### config.mk
export PLATFORM = sky130hd
export DESIGN_NAME = port_prioritizer
export DESIGN_NICKNAME = d
export VERILOG_FILES = /design/src/rtl/port_prioritizer.sv
export SDC_FILE = /design/constraint.sdc
export NUM_CORES = 1
export LEC_CHECK = 0
export BUFFER_PORTS_ARGS = -buffer_cell sky130_fd_sc_hd__buf_2
export CAP_MARGIN = 30
export CORE_MARGIN = 2
export CORE_UTILIZATION = 54
export DETAILED_ROUTE_END_ITERATION = 8
export PLACE_DENSITY = 0.88
export SLEW_MARGIN = 20
export SYNTH_ARGS = -nofsm -noshare
export SYNTH_HDL_FRONTEND = slang
export SYNTH_SLANG_ARGS = --single-unit
### constraint.sdc
create_clock -name clk -period 4.55 [get_ports clk]
set_input_delay 0 -clock clk [delete_from_list [all_inputs] [get_ports clk]]
set_output_delay 0 -clock clk [all_outputs]
set_load 0.02 [all_outputs]
### src/rtl/port_prioritizer.sv
// Reorders up to three port requests into priority slots for the memory core,
// tagging each slot with its original port ID.
//
// Ports:
//   clk, rst_n       clock, async active-low reset
//   rr_mode          0: fixed order 1>2>3, 1: rotating round-robin
//   portN_*_in       N=1..3 request valid/we/addr/data
//   in_ready         stage can capture this cycle (combinational)
//   out_ready        core consumes slots this cycle
//   slotN_*_out      N=1..3 registered slot valid/we/addr/data
//   slotN_orig_id    original port ID (1..3) of the request in slot N
//   conflict_drop    1-cycle pulse: a same-address write was dropped at capture
module port_prioritizer #(
  parameter int WIDTH      = 8,
  parameter int ADDR_WIDTH = 4
) (
  input  logic                  clk,
  input  logic                  rst_n,
  input  logic                  rr_mode,
  input  logic                  port1_valid_in,
  input  logic                  port1_we_in,
  input  logic [ADDR_WIDTH-1:0] port1_addr_in,
  input  logic [WIDTH-1:0]      port1_data_in,
  input  logic                  port2_valid_in,
  input  logic                  port2_we_in,
  input  logic [ADDR_WIDTH-1:0] port2_addr_in,
  input  logic [WIDTH-1:0]      port2_data_in,
  input  logic                  port3_valid_in,
  input  logic                  port3_we_in,
  input  logic [ADDR_WIDTH-1:0] port3_addr_in,
  input  logic [WIDTH-1:0]      port3_data_in,
  output logic                  in_ready,
  input  logic                  out_ready,
  output logic                  slot1_valid_out,
  output logic                  slot1_we_out,
  output logic [ADDR_WIDTH-1:0] slot1_addr_out,
  output logic [WIDTH-1:0]      slot1_data_out,
  output logic [1:0]            slot1_orig_id,
  output logic                  slot2_valid_out,
  output logic                  slot2_we_out,
  output logic [ADDR_WIDTH-1:0] slot2_addr_out,
  output logic [WIDTH-1:0]      slot2_data_out,
  output logic [1:0]            slot2_orig_id,
  output logic                  slot3_valid_out,
  output logic                  slot3_we_out,
  output logic [ADDR_WIDTH-1:0] slot3_addr_out,
  output logic [WIDTH-1:0]      slot3_data_out,
  output logic [1:0]            slot3_orig_id,
  output logic                  conflict_drop
);

  typedef enum logic [1:0] {
    RR_P1 = 2'd0,
    RR_P2 = 2'd1,
    RR_P3 = 2'd2
  } rr_t;

  rr_t rr_q;
  rr_t rr_next;

  logic [2:0]            p_valid;
  logic [2:0]            p_we;
  logic [ADDR_WIDTH-1:0] p_addr [3];
  logic [WIDTH-1:0]      p_data [3];

  assign p_valid = {port3_valid_in, port2_valid_in, port1_valid_in};
  assign p_we    = {port3_we_in, port2_we_in, port1_we_in};
  assign p_addr[0] = port1_addr_in;
  assign p_addr[1] = port2_addr_in;
  assign p_addr[2] = port3_addr_in;
  assign p_data[0] = port1_data_in;
  assign p_data[1] = port2_data_in;
  assign p_data[2] = port3_data_in;

  // Base order as zero-based port indices
  logic [1:0] base [3];

  always_comb begin
    base[0] = 2'd0;
    base[1] = 2'd1;
    base[2] = 2'd2;
    unique case (1'b1)
      (rr_mode && rr_q == RR_P2): begin
        base[0] = 2'd1;
        base[1] = 2'd2;
        base[2] = 2'd0;
      end
      (rr_mode && rr_q == RR_P3): begin
        base[0] = 2'd2;
        base[1] = 2'd0;
        base[2] = 2'd1;
      end
      default: ;
    endcase
  end

  // Valid ports first, then invalid ones, each group in base order
  logic [1:0] ord [3];
  logic [1:0] cnt;

  always_comb begin
    ord[0] = 2'd0;
    ord[1] = 2'd1;
    ord[2] = 2'd2;
    cnt    = 2'd0;
    for (int k = 0; k < 3; k++) begin
      if (p_valid[base[k]]) begin
        ord[cnt] = base[k];
        cnt      = cnt + 2'd1;
      end
    end
    for (int k = 0; k < 3; k++) begin
      if (!p_valid[base[k]]) begin
        ord[cnt] = base[k];
        cnt      = cnt + 2'd1;
      end
    end
  end

  logic [2:0]            n_valid;
  logic [2:0]            n_we;
  logic [ADDR_WIDTH-1:0] n_addr [3];
  logic [WIDTH-1:0]      n_data [3];
  logic [2:0]            n_wr;
  logic [2:0]            drop;

  always_comb begin
    for (int i = 0; i < 3; i++) begin
      n_valid[i] = p_valid[ord[i]];
      n_we[i]    = p_we[ord[i]];
      n_addr[i]  = p_addr[ord[i]];
      n_data[i]  = p_data[ord[i]];
    end
  end

  // A later write loses to any earlier live write of the same address
  assign n_wr    = n_valid & n_we;
  assign drop[0] = 1'b0;
  assign drop[1] = n_wr[1] & n_wr[0]
                 & (n_addr[1] == n_addr[0]);
  assign drop[2] = n_wr[2]
                 & ((n_wr[0] & (n_addr[2] == n_addr[0]))
                  | (n_wr[1] & (n_addr[2] == n_addr[1])));

  always_comb begin
    unique case (rr_q)
      RR_P1:   rr_next = RR_P2;
      RR_P2:   rr_next = RR_P3;
      default: rr_next = RR_P1;
    endcase
  end

  logic [2:0]            s_valid;
  logic [2:0]            s_we;
  logic [ADDR_WIDTH-1:0] s_addr [3];
  logic [WIDTH-1:0]      s_data [3];
  logic [1:0]            s_id   [3];
  logic                  drop_q;

  assign in_ready = out_ready | ~(|s_valid);

  always_ff @(posedge clk or negedge rst_n) begin
    if (!rst_n) begin
      s_valid <= '0;
      s_we    <= '0;
      for (int i = 0; i < 3; i++) begin
        s_addr[i] <= '0;
        s_data[i] <= '0;
        s_id[i]   <= 2'(i + 1);
      end
      drop_q <= 1'b0;
      rr_q   <= RR_P1;
    end else begin
      drop_q <= 1'b0;
      if (in_ready) begin
        s_valid <= n_valid & ~drop;
        s_we    <= n_we;
        for (int i = 0; i < 3; i++) begin
          s_addr[i] <= n_addr[i];
          s_data[i] <= n_data[i];
          s_id[i]   <= ord[i] + 2'd1;
        end
        drop_q <= |drop;
        if (rr_mode && |p_valid)
          rr_q <= rr_next;
      end
    end
  end

  assign slot1_valid_out = s_valid[0];
  assign slot1_we_out    = s_we[0];
  assign slot1_addr_out  = s_addr[0];
  assign slot1_data_out  = s_data[0];
  assign slot1_orig_id   = s_id[0];
  assign slot2_valid_out = s_valid[1];
  assign slot2_we_out    = s_we[1];
  assign slot2_addr_out  = s_addr[1];
  assign slot2_data_out  = s_data[1];
  assign slot2_orig_id   = s_id[1];
  assign slot3_valid_out = s_valid[2];
  assign slot3_we_out    = s_we[2];
  assign slot3_addr_out  = s_addr[2];
  assign slot3_data_out  = s_data[2];
  assign slot3_orig_id   = s_id[2];
  assign conflict_drop   = drop_q;

endmodule

==> results.py <==
metrics = {
    "run_status": {
        "outcome": "complete, no violations",
    },
    "sta": {
        "setup_viol_count_final": 0,
        "headroom_to_the_max_slew_limit": 0.519,
        "finalHoldViolations": 0,
        "fin_crit_ns": 4.20,
        "fmax_mhz": 238,
        "worst_clock_skew_on_the_final_layout_ns": 0.0186,
        "period_share": 0.924,
        "worstMarginPinSlew_ns": 0.713,
        "final-max-slew-violation-count": 0,
        "rsz0062_at_grt": "false",
        "timing.setup.tns_ns": 0,
    },
    "critical_path": {
        "start_kind": "flop",
        "endpoint_kind": "flop",
        "setup.worst_path.class": "flop to flop",
        "cpPeakStageDelay_ns": 0.59,
        "worst_ep_required_time_ns": 4.75,
        "series_of_cell_instances_along_the_critical_path": "a21boi_1 > a21oi_1 > or2_1 > ha_1 > and2_1 > o21ai_0 > a21oi_1 > a221oi_2 > or2_1 > a31oi_1 > xnor2_1 > nand4_1 > o211ai_1 > o221ai_1",
        "crit_path_top_delay_cell": "sky130_fd_sc_hd__dfrtp_1",
        "critical_path_peak_fanout": 21,
        "critical_path.n_buffers_inverters": 0,
        "cp.arrival_ns": 4.41,
        "timing.critical_path.max_delay_family": "compound AO/OA/AOI/OAI gates",
    },
    "grt": {
        "global_route.overflow_total": 0,
        "antenna_violations_before_repair": 1,
        "grt_first_pass_wirelength_um": 16800,
        "grt_start_max_net_pins": 70,
        "groute.usage.overall": 0.276,
        "grt_pass1_vias": 3506,
    },
    "final_layout": {
        "flow.area_growth_from_synthesis_pct": 16.8,
        "final_core_util": 0.657,
        "antenna_cells_inserted": 0,
        "finish.net_count": 598,
        "stdcell_area_sq_um": 4510,
        "drive_gt1_frac": 0.276,
    },
    "floorplanning": {
        "start_util": 0.562,
        "fp.dieH_um": 88.6,
        "die_area_sq_um": 7850,
        "floorplan.core_area_sq_um": 6870,
        "io-pin-count": 96,
        "core.rowCount": 30,
        "fp.dieW_um": 88.6,
    },
    "yosys": {
        "synthesis.area_per_instance_sq_um": 8.22,
        "yosysUniqueCellTypes": 79,
        "yosys-top-cells-area": "sky130_fd_sc_hd__dfrtp_1 30%, sky130_fd_sc_hd__mux2i_1 8.3%, sky130_fd_sc_hd__nand2_1 7.6%, sky130_fd_sc_hd__o21ai_0 6.1%, sky130_fd_sc_hd__a21oi_1 4.0%",
        "fraction_of_the_yosys_area_taken_by_sequential_cells": 0.332,
        "postSynthCellCount": 470,
        "synth_largest_type_area_fraction": 0.304,
        "post_synth_instance_area_sq_um": 3860,
        "ys_top_cells_by_count": "78 x sky130_fd_sc_hd__nand2_1, 47 x sky130_fd_sc_hd__dfrtp_1, 47 x sky130_fd_sc_hd__o21ai_0, 32 x sky130_fd_sc_hd__mux2i_1, 32 x sky130_fd_sc_hd__nor2_1",
        "ys_seq_elements": 51,
        "ys_warn_count": 0,
        "synth_most_common_cell": "sky130_fd_sc_hd__nand2_1",
        "synthArstFlopShare": 1.00,
        "synth_flop_cell": "sky130_fd_sc_hd__dfrtp_1",
        "syn-num-nets": 518,
        "synth_enable_flop_cells": 0,
        "synth_top_cell_by_area": "sky130_fd_sc_hd__dfrtp_1",
    },
    "placed_design": {
        "port-buffer-count": 95,
        "gp_congestion": 0.966,
        "dp_hpwl_um": 8120,
        "placement.cell_area_sq_um": 4370,
    },
    "detailed_routing": {
        "num_vias": 3778,
        "antenna_violating_nets_post_route": 0,
        "via_per_inst": 5.84,
        "count_of_tritonroute_iterations_in_the_first_routing_pass": 7,
        "wl_met2_um": 5170,
        "top_layer": "met4",
        "postRouteWirelength_um": 10800,
        "routed-wl-met3_um": 568,
        "post_drt_wl_per_cell_um": 16.6,
        "drc_errors": 0,
        "route.layer.met1.wl_um": 4690,
        "detail_route.iter0.violations": 283,
    },
    "cts": {
        "cts_made_buffers": 5,
        "cts-root-buf": "sky130_fd_sc_hd__clkbuf_8",
        "htree_num_levels": 2,
        "tritoncts_num_sinks": 51,
        "cts_max_path_bufs": 2,
        "cts_setup_buffers": 0,
        "clkTransAtPathRegs_ns": 0.11,
        "worst_skew_pair.late_latency_ns": 0.32,
        "tritoncts_clock_tree": "yes",
    },
    "flow_run": {
        "max_cap_viol_count": 0,
    },
    "pwr": {
        "power.density_nw_per_um2": 706,
        "max-vdd-ir-drop_mv": 0.279,
        "leakagePower_nw": 2.13,
    },
    "hold_path": {
        "hp-class": "input port to flop",
    },
}
==> per-layer routing <==
metal / global-route usage / vias to the layer above
li1: - / 1825
met1: 0.372 / 1764
met2: 0.446 / 159
met3: 0.0494 / 30
met4: 0.102 / 0
met5: 0 / -
==> logic make-up (layout without fill, tap and decap cells) <==
logic type / Yosys count / count (layout) / share of synthesized area
xor+xnor: 12 / 12 / 0.0272
buf+inv: 48 / 129 / 0.0583
compound gates: 140 / 140 / 0.243
simple gates: 176 / 176 / 0.221
mux: 40 / 40 / 0.110
flops: 51 / 51 / 0.332
fa+ha+maj: 3 / 3 / 0.00907
==> state kept, by name (all words and copies together) (netlist names), 3 cells and up <==
name,cells
slot2_data_out,8
slot1_data_out,8
slot3_addr_out,4
slot3_data_out,8
slot1_addr_out,4
slot2_addr_out,4
s_we,3
s_valid,3
==> final timing paths <==
path	start	end	slack, ns	cells past startpoint
setup / recovery	rr_q[1]	s_valid[2]	0.35	14
hold / removal	port3_data_in[5]	slot1_data_out[5]	0.007	3
setup reg to reg	rr_q[1]	s_valid[2]	0.35	14
hold reg to reg	slot1_addr_out[0]	slot1_addr_out[0]	0.47	2
max in group asynchronous	rst_n	rr_q[0]	3.77	3
min in group asynchronous	rst_n	s_valid[2]	0.30	3
==> final cells by class <==
type | instances | area (sq um)
clock inverter | 2 | 38.8
clock buffer | 6 | 82.6
fill | 605 | 2360
sequential | 51 | 1280
tap | 96 | 120
multi-input combinational | 371 | 2360
inverter | 14 | 52.6
timing repair buffer | 107 | 571
==> worst min-delay path, delay by kind of cell <==
family          cells  cell delay (ns)
compound gates      2             0.19
buf+inv             1             0.10
==> power breakdown <==
group / internal [mW] / total (mW) / leakage, nW / switching, mW
logic: 0.760 / 2.00 / 1.46 / 1.24
clock network: 0.181 / 0.350 / 0.0618 / 0.169
registers: 0.678 / 0.832 / 0.609 / 0.154
total: 1.62 / 3.18 / 2.13 / 1.56
==> placed cells by master (no fill, tap or decap), types with 10 or more instances in the layout <==
cell                      count
sky130_fd_sc_hd__buf_2       95
sky130_fd_sc_hd__inv_1       13
sky130_fd_sc_hd__buf_4       10
sky130_fd_sc_hd__o21ai_0     47
sky130_fd_sc_hd__dfrtp_1     46
sky130_fd_sc_hd__nand2_1     78
sky130_fd_sc_hd__a21oi_1     31
sky130_fd_sc_hd__nor2_1      31
sky130_fd_sc_hd__mux2i_1     32
sky130_fd_sc_hd__nand3_1     14
==> what timing repair did <==
| action | CTS | global route |
|---|---|---|
| hold endpoints to repair | 50 | 0 |
| setup endpoints to repair | 0 | 2 |
| resized for setup | 0 | 1 |
| hold buffers | 2 | 0 |
==> stage by stage <==
stage,instances,hold slack [ns],power [mW],setup WS (ns)
2_1_floorplan,470,-0.296,2.30,1.10
3_3_place_gp,637,0.150,2.78,0.548
3_5_place_dp,637,0.157,2.82,0.396
4_1_cts,647,0.00505,3.18,0.366
5_1_grt,647,0.0245,3.41,0.0396
6_report,647,0.00747,3.18,0.347
(Power assumes the default switching activity.)
